--- src/rtl/nn_pkg.sv ---
// Shared fixed-point constants and FSM state type for the
// backprop training controller.
package nn_pkg;

  localparam int NN_W      = 16;
  localparam int NN_FRAC   = 10;
  localparam int ERR_ACC_W = 24;

  typedef enum logic [2:0] {
    S_IDLE = 3'd0,
    S_INIT = 3'd1,
    S_FWD  = 3'd2,
    S_BWD  = 3'd3,
    S_UPD  = 3'd4,
    S_NEXT = 3'd5,
    S_DONE = 3'd6
  } nn_state_t;

endpackage

--- src/rtl/nn_phase_timer.sv ---
// Loadable down-counter with a zero flag, shared by the
// forward and backward phase lengths.
module nn_phase_timer #(
  parameter int W = 16
) (
  input  logic         clk,
  input  logic         reset,
  input  logic         i_load,
  input  logic [W-1:0] i_val,
  output logic         o_zero
);

  logic [W-1:0] r_cnt;

  always_ff @(posedge clk) begin
    if (reset)
      r_cnt <= '0;
    else if (i_load)
      r_cnt <= i_val;
    else if (r_cnt != '0)
      r_cnt <= r_cnt - 1'b1;
  end

  assign o_zero = (r_cnt == '0);

endmodule

--- src/rtl/nn_train_ctrl.sv ---
// Training sequencer: INIT, then FWD/BWD/UPD/NEXT per sample.
// NN_TRAIN_CTRL_EARLY_STOP_EN adds the epoch-error early stop.
module nn_train_ctrl
  import nn_pkg::*;
#(
  parameter int N_SAMPLES = 4,
  parameter int N_EPOCHS  = 1000,
  parameter int FWD_LAT   = 3,
  parameter int BWD_LAT   = 2,
  parameter logic [ERR_ACC_W-1:0] ERR_THRESH = 24'd205
) (
  input  logic            clk,
  input  logic            reset,
  input  logic            start,
  input  logic [NN_W-1:0] err,
  output logic            select_initial,
  output logic            select_update,
  output logic            load_sample,
  output logic            fwd_en,
  output logic            bwd_en,
  output logic [7:0]      sample_idx,
  output logic [15:0]     epoch,
  output logic            busy,
  output logic            done,
  output logic            early_stop
);

  localparam int TW = 16;

  nn_state_t r_state;
  nn_state_t w_nxt;
  logic      w_zero;
  logic      w_tload;
  logic [TW-1:0] w_tval;
  logic      w_last_smp;
  logic      w_last_ep;
  logic      w_es;
  logic      w_new_ep;

  assign w_last_smp = (sample_idx == 8'(N_SAMPLES - 1));
  assign w_last_ep  = (epoch == 16'(N_EPOCHS - 1));

`ifdef NN_TRAIN_CTRL_EARLY_STOP_EN
  logic [ERR_ACC_W-1:0] r_acc;
  logic [NN_W-1:0]      w_abs;
  logic [ERR_ACC_W:0]   w_sum;

  always_comb begin
    w_abs = err;
    if (err[NN_W-1])
      w_abs = (err == 16'h8000) ? 16'h7fff : (~err + 1'b1);
  end

  assign w_sum = {1'b0, r_acc} + (ERR_ACC_W+1)'(w_abs);
  assign w_es  = (r_acc < ERR_THRESH);

  always_ff @(posedge clk) begin
    if (reset)
      r_acc <= '0;
    else if (w_nxt == S_INIT || w_new_ep)
      r_acc <= '0;
    else if (r_state == S_UPD)
      r_acc <= w_sum[ERR_ACC_W] ? '1 : w_sum[ERR_ACC_W-1:0];
  end
`else
  logic w_unused_err;
  assign w_unused_err = ^{err, ERR_THRESH};
  assign w_es = 1'b0;
`endif

  always_comb begin
    w_nxt = r_state;
    unique case (1'b1)
      (r_state == S_IDLE): if (start) w_nxt = S_INIT;
      (r_state == S_INIT): w_nxt = S_FWD;
      (r_state == S_FWD):  if (w_zero) w_nxt = S_BWD;
      (r_state == S_BWD):  if (w_zero) w_nxt = S_UPD;
      (r_state == S_UPD):  w_nxt = S_NEXT;
      (r_state == S_NEXT):
        if (!w_last_smp)            w_nxt = S_FWD;
        else if (w_last_ep || w_es) w_nxt = S_DONE;
        else                        w_nxt = S_FWD;
      (r_state == S_DONE): if (start) w_nxt = S_INIT;
      default: w_nxt = S_IDLE;
    endcase
  end

  assign w_new_ep = (r_state == S_NEXT) && w_last_smp &&
                    (w_nxt == S_FWD);

  // Each phase reloads the timer on entry; it exits at zero.
  assign w_tload = ((w_nxt == S_FWD) && (r_state != S_FWD)) ||
                   ((w_nxt == S_BWD) && (r_state != S_BWD));
  assign w_tval  = (w_nxt == S_FWD) ? TW'(FWD_LAT - 1)
                                    : TW'(BWD_LAT - 1);

  nn_phase_timer #(.W(TW)) u_timer (
    .clk    (clk),
    .reset  (reset),
    .i_load (w_tload),
    .i_val  (w_tval),
    .o_zero (w_zero)
  );

  always_ff @(posedge clk) begin
    if (reset) begin
      r_state        <= S_IDLE;
      sample_idx     <= '0;
      epoch          <= '0;
      select_initial <= 1'b0;
      select_update  <= 1'b0;
      load_sample    <= 1'b0;
      fwd_en         <= 1'b0;
      bwd_en         <= 1'b0;
      busy           <= 1'b0;
      done           <= 1'b0;
      early_stop     <= 1'b0;
    end else begin
      r_state        <= w_nxt;
      select_initial <= (w_nxt == S_INIT);
      select_update  <= (w_nxt == S_UPD);
      load_sample    <= (w_nxt == S_FWD) && (r_state != S_FWD);
      fwd_en         <= (w_nxt == S_FWD);
      bwd_en         <= (w_nxt == S_BWD);
      busy           <= (w_nxt != S_IDLE) && (w_nxt != S_DONE);
      done           <= (w_nxt == S_DONE);
      if (w_nxt == S_INIT) begin
        sample_idx <= '0;
        epoch      <= '0;
        early_stop <= 1'b0;
      end else if (w_new_ep) begin
        sample_idx <= '0;
        epoch      <= epoch + 1'b1;
      end else if (r_state == S_NEXT && w_nxt == S_FWD) begin
        sample_idx <= sample_idx + 1'b1;
      end
      if (r_state == S_NEXT && w_last_smp && w_es)
        early_stop <= 1'b1;
    end
  end

endmodule
--- config.mk ---
export PLATFORM = sky130hd
export DESIGN_NAME = nn_train_ctrl
export DESIGN_NICKNAME = d
export VERILOG_FILES = /design/src/rtl/nn_pkg.sv /design/src/rtl/nn_phase_timer.sv /design/src/rtl/nn_train_ctrl.sv
export SDC_FILE = /design/constraint.sdc
export NUM_CORES = 1
export LEC_CHECK = 0
export CAP_MARGIN = 25
export CORE_ASPECT_RATIO = 0.6
export CORE_MARGIN = 5
export CORE_UTILIZATION = 35
export DETAILED_ROUTE_END_ITERATION = 16
export PLACE_DENSITY = 0.62
export SLEW_MARGIN = 20
export SYNTH_ARGS = -nofsm -noshare
export SYNTH_HDL_FRONTEND = slang
export SYNTH_SLANG_ARGS = --single-unit
--- constraint.sdc ---
create_clock -name clk -period 2.4 [get_ports clk]
set_clock_uncertainty 0.05 [all_clocks]
set_input_delay 0.48 -clock clk [delete_from_list [all_inputs] [get_ports clk]]
set_output_delay 0.48 -clock clk [all_outputs]
set_load 0.005 [all_outputs]
-- Yosys cells after proc, flatten, opt, wreduce, memory -nomap -nowiden
Index checks and enable logic that the tools add are counted.
- input bits: 19
- flip-flop bits (word level): 50
- logic and storage cells: 54
- muxes and demuxes: 9
- add/subtract/negate cells: 3
- equality and inequality tests: 16
- reduce and logical (&&, ||, !) cells: 15
- operators by type and width (cell ; count):
    two-way mux 16 bit ; 2
    one-hot mux 3 bit (6 select lines) ; 1
    adder 16 x 1 -> 16 bit, second input constant ; 1
    equality test 16 x 10 -> 1 bit, second input constant ; 1
    zero test 16 bit ; 1
    nonzero test 16 bit ; 1
    subtractor 16 x 1 -> 16 bit, second input constant ; 1
    equality test 3 bit, second input constant ; 5
    two-way mux 3 bit ; 5
    equality test 3 x 2 -> 1 bit, second input constant ; 4
    adder 8 x 1 -> 8 bit, second input constant ; 1
    equality test 8 x 2 -> 1 bit, second input constant ; 1
    equality test 3 x 1 -> 1 bit, second input constant ; 2
    logical AND 1 bit ; 6
    != test 3 x 2 -> 1 bit, second input constant ; 2
    OR reduction 2 bit ; 2
    zero test 3 bit ; 1
    != test 3 bit, second input constant ; 1
    nonzero test 3 bit ; 1
    OR reduction 3 bit ; 1
    two-way mux 2 bit ; 1
    nonzero test 2 bit ; 1
    logical OR 1 bit ; 1

-- Logic depth before layout (Yosys ltp)
Gate-level depths: netlist of the first run.
- depth after elaboration: 8
- mapped depth: 9

-- By module
From an unflattened synthesis of the first run, not the netlist that was laid out.
- cells, all modules: 336
- area total of the unflattened synthesis: 2776.4 µm²
- modules (own cells, without submodules) (module ; sequential area each (µm²) ; instances ; area an instance (µm²) ; cells each):
    nn_train_ctrl ; 680.7 ; 1 ; 1811.7 ; 220
    nn_phase_timer ; 320.3 ; 1 ; 964.7 ; 116

-- Worst setup path after synthesis of the first run
Ideal clock, no wire load.
- path type: register to register
- start point: register u_timer.r_cnt[2]
- end point: register u_timer.r_cnt[4]
- buffers on the path: 2
- period minus slack after synthesis: 2.067 ns
- stages on the path, launching flop included: 8
- arrival time: 1.902 ns
- setup slack: 0.333 ns
- data required time: 2.235 ns
- cells stage by stage: dfxtp_1 > or4_4 > or4_1 > buf_6 > nor2_8 > a211o_2 > buf_6 > nor2_1
- longest elaborated chain between the ends: 7
- ends and longest elaborated chain (what ; line ; RTL):
    from (decl) ; nn_phase_timer.sv:13 ; logic [W-1:0] r_cnt;
    from (signal assigned) ; nn_phase_timer.sv:19 ; r_cnt <= i_val;
    from (signal assigned) ; nn_phase_timer.sv:21 ; r_cnt <= r_cnt - 1'b1;
    zero test 16 bit ; nn_phase_timer.sv:24 ; assign o_zero = (r_cnt == '0);
    two-way mux 3 bit, on equally long branches ; nn_train_ctrl.sv:77, nn_train_ctrl.sv:76 ;
    one-hot mux 3 bit (6 select lines) ; nn_train_ctrl.sv:73 ; unique case (1'b1)
    equality test 3 x 2 -> 1 bit, on equally long branches ; nn_train_ctrl.sv:92, nn_train_ctrl.sv:93 ;
    logical AND 1 bit, on equally long branches ; nn_train_ctrl.sv:92, nn_train_ctrl.sv:93 ;
    logical OR 1 bit ; nn_train_ctrl.sv:92 ; assign w_tload = ((w_nxt == S_FWD) && (r_state != S_FWD)) ||
    two-way mux 16 bit or nonzero test 2 bit (tied branches) ; n/a ;
Several ways; a longest one is shown, not always the timed one. The select of a mux whose other input is x is not followed.
A chain may end at the register's enable or synchronous reset.

-- Worst setup path after layout of the first run
- start point: register sample_idx[1]
- end point: register epoch[15]
- longest elaborated chain between the ends: 5
- ends and longest elaborated chain (what ; line ; RTL):
    from (decl) ; nn_train_ctrl.sv:21 ; output logic [7:0] sample_idx,
    from (signal assigned) ; nn_train_ctrl.sv:135 ; sample_idx <= sample_idx + 1'b1;
    equality test 8 x 2 -> 1 bit (*) ; nn_train_ctrl.sv:40 ; assign w_last_smp = (sample_idx == 8'(N_SAMPLES - 1));
    two-way mux 3 bit ; nn_train_ctrl.sv:80 ; if (!w_last_smp) w_nxt = S_FWD;
    one-hot mux 3 bit (6 select lines) ; nn_train_ctrl.sv:73 ;
    equality test 3 x 1 -> 1 bit or equality test 3 x 2 -> 1 bit (tied branches) ; nn_train_ctrl.sv:127, nn_train_ctrl.sv:89 ;
    OR reduction 2 bit (no line) or logical AND 1 bit (tied branches) ; n/a ;
    to (signal assigned) ; nn_train_ctrl.sv:133 ; epoch <= epoch + 1'b1;
    to (decl) ; nn_train_ctrl.sv:22 ; output logic [15:0] epoch,
Mark *: on every way between the ends. The rest lies on a longest branch, timed or not.

==> metrics.yaml, run 1 <==
synth:
  synth-seq-cells: 50
  synth_common_cells: "dfxtp_1 (50), nor2_1 (42), xor2_1 (16)"
  ys_top_cells_by_area: "dfxtp_1 (41%), nor2_1 (6.5%), xor2_1 (5.8%), xnor2_1 (5.0%), a21oi_1 (2.7%)"
  synth.distinct_cells: 51
  async_reset_ff_share_pct: 0
  synth_warnings: 0
  synth_top_cell_area_share_pct: 41.1
  yosysMostFrequentCell: "dfxtp_1"
  syn_area_um2: 2430
  avgSynthCellArea_um2: 8.88
  syn_nets: 296
  synth_top_cell_by_area: "dfxtp_1"
  ys_seq_area_share_pct: 41.1
  synth-edff-count: 0
  synthFlopType: "dfxtp_1"
  syn_inst: 274
cells_and_area:
  fin_area_um2: 3040
  seqCellArea_um2: 1000
  final_util_pct: 45.3
  multi_input_area_um2: 1340
  drive_gt1_share_pct: 12.2
  fin_cells: 398
  nNetsFinal: 333
  n_antenna_cell: 0
  fill_cells: 670
  syn_to_final_growth_pct: 24.8
worst_setup_path:
  worst_setup_path_end_kind: "flop"
  worstSetupPathType: "reg -> reg"
  arrival_ns: 2.34
  crit_fanout: 6
  required_ns: 2.57
  cp-start-kind: "flop"
power_and_ir_drop:
  power_density_nw_per_um2: 1010
  p_comb_share_pct: 43.5
  power.leakage_nw: 1.08
  seqPwrFrac_pct: 35.0
  peakVddDrop_mv: 0.387
  p_sw_w: 0.00114
  pwr-share-clk_pct: 21.5
  p_sw_share_pct: 37.2
  p_total_w: 0.00306
  p_int_w: 0.00192
placement:
  placed_cell_area_um2: 2870
  port_buffers: 33
  dpl.cell_count: 388
  place.gp.congestion: 0.771
  hpwl_mm: 3.92
clock_tree:
  clkTransAtPathRegs_ns: 0.06
  cts_tree: "yes"
  clk_latency_ns: 0.28
  htree_num_levels: 2
  cts_buffers: 5
  hold_buffers: 0
  root_buffer: "clkbuf_16"
  clock-sinks: 50
  clockBufferDepth: 2
sta:
  tightest_slew_ns: 0.483
  slew_headroom_pct: 67.0
  hold_viol_final: 0
  finalCritPeriodShare_pct: 90.6
  rsz0062_at_grt: "false"
  fmaxAchievable_mhz: 460
  setup_viol_count_final: 0
  tns_ns: 0
  drv_slew: 0
  period_needed_ns: 2.17
grt:
  grt_overflow: 0
  antenna_found_initial: 0
  grt_max_degree: 25
  grt_pass1_vias: 1819
  grt_use_total_pct: 12.4
  grt_pass1_wl_mm: 8.82
detailed_routing:
  ant_nets: 0
  wl_per_cell_um: 13.4
  vias: 1986
  firstDrtPassIters: 4
  routed_via_density: 4.99
  first_iter_violations: 94
  routed_wl_mm: 5.35
  drc: 0
floorplan:
  die_h_um: 74.6
  num_rows: 23
  die_w_um: 118
  initial_core_util_pct: 36.3
  core_um2: 6710
  die_area_um2: 8780
  io_pins: 51
worst_hold_path:
  min_path_type: "reg -> reg"
job:
  maxCapViolCount: 0
outcome:
  outcome: "complete, no violations"
[timing repair]
action                     4_1_cts  5_1_grt
resized for setup                0        2
setup endpoints to repair        0        1
buffers inserted                 0        3
[logic make-up after synthesis]
logic type,after synthesis,share of synthesized area (%)
xor gates and xnor gates,30,10.8
and+or+nand+nor,135,33.1
AOI/OAI and AO/OA,34,8.84
adders and majority gates,3,1.54
buffers and inverters,20,4.06
other,1,0.154
DFF,50,41.1
muxes,1,0.411
[state kept, by name, summed over array words and instances, names as in the netlist]
signal          count
select_initial      1
epoch              16
load_sample         1
fwd_en              1
done                1
busy                1
bwd_en              1
sample_idx          8
u_timer.r_cnt      16
select_update       1
r_state             3
[final timing paths]
check	from	endpoint	slack, ns	depth (start not counted)
hold / removal	u_timer.r_cnt[10]	u_timer.r_cnt[10]	0.46	2
setup reg to reg	sample_idx[1]	epoch[15]	0.23	8
setup / recovery	sample_idx[1]	epoch[15]	0.23	8
hold reg to reg	u_timer.r_cnt[10]	u_timer.r_cnt[10]	0.46	2
[layout by cell type, fill, tap and decap left out, drive strengths merged, types with 2 or more instances in the layout]
master,Yosys,layout
nand2b,4,4
ha,3,3
nand4,9,9
xor2,16,16
xnor2,14,14
buf,7,12
a211oi,2,2
a211o,2,2
inv,5,5
clkinv,0,2
and3,4,4
a21oi,13,13
nor4,12,12
clkbuf,8,5
nand2,15,15
nand3,10,10
nor2,45,45
a311oi,2,2
clkdlybuf4s50,0,33
nor3,9,9
or3,10,10
or4,4,4
dfxtp,50,50
and2,2,2
o21ai,9,9
and4,3,3
[area by class of cell]
| cell class | count | share of cell area [%] |
|---|---|---|
| repair buffers | 45 | 14.3 |
| well taps | 87 | 3.58 |
| clock inverters | 2 | 0.329 |
| inverters | 5 | 0.618 |
| multi-input cells | 204 | 44.1 |
| flip-flops and latches | 50 | 33.0 |
| clock buffers | 5 | 4.12 |
[routing by layer]
layer  share of wire (%)  GRT usage (%)  routed length (um)  vias up
met5                   0              0                   0        -
met4                0.97           3.94                  52        0
met3                 5.9           4.10                 313        5
met2                  38           16.6                2040       37
met1                  55           18.4                2940      906
li1                    -              -                   -     1038
[worst max-delay path, stage by stage, from the launching register on]
cell and delay (ns):
dfxtp_1 0.40, ha_1 0.24, nand4b_1 0.18, nor4bb_1 0.32, buf_4 0.20, buf_4 0.12
nand4_1 0.10, or3_1 0.37, a21oi_1 0.13
[power groups by stage]
stage	Sequential, W	Combinational [W]	Clock (W)
6_report	0.00107	0.00133	0.000658
2_1_floorplan	0.00105	0.00106	0
4_1_cts	0.00107	0.00133	0.000687
5_1_grt	0.00109	0.00146	0.000720
3_5_place_dp	0.00108	0.00132	0
3_3_place_gp	0.00108	0.00131	0
[per-stage QoR]
step / setup slack, ns / hold slack [ns]
CTS: 0.224 / 0.468
finish: 0.225 / 0.460
floorplan: 0.333 / 0.426
global route: 0.0312 / 0.496
global placement: 0.238 / 0.438
detailed placement: 0.233 / 0.448
Power figures use the tool's default switching activity.
==> inputs of run 2 (changes only) <==
- ABC_AREA: not set -> 1
- PLACE_DENSITY: 0.62 -> 0.6
- SYNTH_HIERARCHICAL: not set -> 1
==> run 2 against run 1 <==
  * Combinational power increased by 40%
  * Total power increased by 23%
  * Sequential share of layout area decreased by 7.9 points
  * Final cell count increased by 65%
  * First-iteration DRC count increased by 130%
  * Critical path depth increased by 10
  * Flip-flop and latch count unchanged
  * Clock power increased by 22%
  * Register-to-register slack got worse by 0.08 ns
  * Critical endpoint is now epoch[1]
  * Highest routed layer unchanged
==> metrics.yaml, run 2 <==
worst_setup_path:
  worstSetupPathType: "reg -> reg"
  ff2ff_setup_slack_ns: 0.14
  r2r-end: "epoch[1]"
  critPathMaxStageDelay_ns: 0.32
  crit_buf_inv: 5
  required_ns: 2.58
  worst_setup_path_end_kind: "flop"
  cpMaxStageDelayCell: "dfxtp_2"
  r2r_cells: 18
  timing.rr.start: "u_timer/r_cnt[0]"
  cp_cell_sequence: "inv_2 -> ha_4 -> nand2_8 -> nor2_8 -> nand4_4 -> inv_2 -> nor2_1 -> nand2_1 -> nand2_1 -> clkinv_1 -> nand3_2 -> nor2_4 -> buf_4 -> nand3_4 -> buf_12 -> nand2_1 -> nand2_1 -> nor2_1"
  critPathTopFamily: "simple AND/OR/NAND/NOR gates"
  crit_top_cell: "nand2_1"
  cp-start-kind: "flop"
  arrival_ns: 2.44
  crit_fanout: 24
clock_tree:
  cts_buffers: 5
  root_buffer: "clkbuf_16"
  clock-sinks: 50
  clkTransAtPathRegs_ns: 0.07
  htree_num_levels: 2
  clockBufferDepth: 2
  clk_latency_ns: 0.29
  cts_tree: "yes"
detailed_routing:
  drc: 0
  wl_per_cell_um: 12.7
  routed_via_density: 4.71
  firstDrtPassIters: 5
  routed_wl_mm: 8.30
  ant_nets: 0
  first_iter_violations: 215
  vias: 3091
synth:
  synth_common_cells: "nand2_1 (139), nor2_1 (72), dfxtp_1 (50)"
  syn_inst: 475
  syn_area_um2: 3110
  synth_top_cell_area_share_pct: 32.2
  synthFlopType: "dfxtp_1"
  synth_warnings: 6
  yosysMostFrequentCell: "nand2_1"
  ys_seq_area_share_pct: 32.2
  synth_top_cell_by_area: "dfxtp_1"
  synth-seq-cells: 50
  ys_top_cells_by_area: "dfxtp_1 (32%), nand2_1 (17%), nor2_1 (8.7%), nand4_1 (6.6%), inv_1 (5.6%)"
  synth.distinct_cells: 34
  async_reset_ff_share_pct: 0
  synth-edff-count: 0
  avgSynthCellArea_um2: 6.54
grt:
  grt_pass1_vias: 2678
  grt_pass1_wl_mm: 13.7
  grt_overflow: 0
  grt_use_total_pct: 15.0
  grt_max_degree: 28
  antenna_found_initial: 0
worst_hold_path:
  min_path_type: "reg -> reg"
  min_from: "sample_idx[7]"
  holdPathEnd: "sample_idx[7]"
  holdPathStages: 2
sta:
  fmaxAchievable_mhz: 443
  hold_viol_final: 0
  rsz0062_at_grt: "true"
  drv_slew: 0
  period_needed_ns: 2.26
  finalCritPeriodShare_pct: 94.0
  setup_viol_count_final: 0
floorplan:
  initial_core_util_pct: 36.2
  num_rows: 26
  die_area_um2: 10900
  die_h_um: 83.0
  die_w_um: 132
  io_pins: 51
  core_um2: 8590
cells_and_area:
  drive_gt1_share_pct: 15.3
  n_antenna_cell: 0
  syn_to_final_growth_pct: 28.7
  reg_top3: "epoch: 16 flops, u_timer/r_cnt: 16 flops, sample_idx: 8 flops"
  fin_cells: 656
  nNetsFinal: 565
  layout_common_cells: "nand2_1 (136), nor2_1 (67), dfxtp_1 (49), inv_1 (40)"
  final_util_pct: 46.6
  fill_cells: 895
  layout_commonest_cell: "nand2_1"
placement:
  port_buffers: 33
  hpwl_mm: 6.19
  dpl.cell_count: 644
  place.gp.congestion: 0.887
power_and_ir_drop:
  power.leakage_nw: 1.75
  p_total_w: 0.00377
  peakVddDrop_mv: 0.353
  power_density_nw_per_um2: 943
outcome:
  outcome: "complete, no violations"
job:
  maxCapViolCount: 0
-- run 2: cell count changes in the layout (fill, tap and decap cells not counted), sizes merged, moves of 12 or more --
cell   change
a21oi     +12
inv       +46
nand4     +25
nor2      +40
nand2    +129
conb      +14
nand3     +23
buf       +17
-- run 2: worst max-delay path by stage --
| stage | to | slack, ns | cells after the start | startpoint |
|---|---|---|---|---|
| CTS | u_timer/r_cnt[5] | 0.02 | 21 | u_timer/r_cnt[7] |
| floorplan | u_timer/r_cnt[13] | 0.0003 | 22 | u_timer/r_cnt[0] |
| finish | epoch[1] | 0.14 | 18 | u_timer/r_cnt[0] |
| detailed placement | u_timer/r_cnt[5] | 0.03 | 15 | start |
| global placement | u_timer/r_cnt[8] | 0.07 | 16 | start |
| global route | epoch[0] | -0.03 | 18 | u_timer/r_cnt[0] |
-- run 2: per-layer routing --
layer | vias up | share of wire, % | GRT usage [%]
li1 | 1642 | - | -
met4 | 0 | 0.78 | 3.08
met5 | - | 0 | 0
met3 | 7 | 6.5 | 3.68
met1 | 1358 | 55 | 24.3
met2 | 84 | 38 | 19.2
-- run 2: cell type report --
class	instances	area [um2]	share of cell area [%]
repair buffers	62	564	14.1
clock buffers	7	133	3.32
multi-input cells	372	1930	48.3
flip-flops and latches	50	1000	25.1
clock inverters	1	30.0	0.751
well taps	112	140	3.50
inverters	52	198	4.94
-- run 2: kinds of logic after synthesis --
logic type	after synthesis	share of synthesized area (%)
AND/OR/NAND/NOR	301	46.0
adder cells (fa/ha/maj)	3	1.21
buffers and inverters	67	9.22
flip-flops	50	32.2
XOR/XNOR	19	5.60
AO/OA/AOI/OAI	34	5.68
other	1	0.121
-- run 2: through the flow --
stage / area, um2 / TNS, ns / hold WS, ns / setup slack, ns
3_3_place_gp: 3760 / 0 / 0.437 / 0.0743
6_report: 4000 / 0 / 0.457 / 0.144
5_1_grt: 4000 / -0.300 / 0.485 / -0.0341
3_5_place_dp: 3760 / 0 / 0.446 / 0.0294
2_1_floorplan: 3180 / 0 / 0.433 / 0.000300
4_1_cts: 3920 / 0 / 0.457 / 0.0192
-- run 2: timing repair --
item / CTS / global route
buffers inserted: 0 / 5
endpoints found under the hold margin: 0 / 0
resized for setup: 0 / 16
hold buffers: 0 / 0
endpoints found under the setup margin: 0 / 40
-- run 2: worst reg2reg max path: stages, from the launching register on --
cell      delay (ns)
dfxtp_2         0.32
inv_2           0.08
ha_4            0.17
nand2_8         0.07
nor2_8          0.11
nand4_4         0.08
inv_2           0.09
nor2_1          0.05
nand2_1         0.08
nand2_1         0.06
clkinv_1        0.05
nand3_2         0.08
nor2_4          0.11
buf_4           0.31
nand3_4         0.13
buf_12          0.18
nand2_1         0.06
nand2_1         0.04
nor2_1          0.07
-- run 2: power breakdown --
part	switching (W)	internal (W)
sequential	0.000141	0.000964
clock	0.000311	0.000494
combinational	0.00112	0.000741
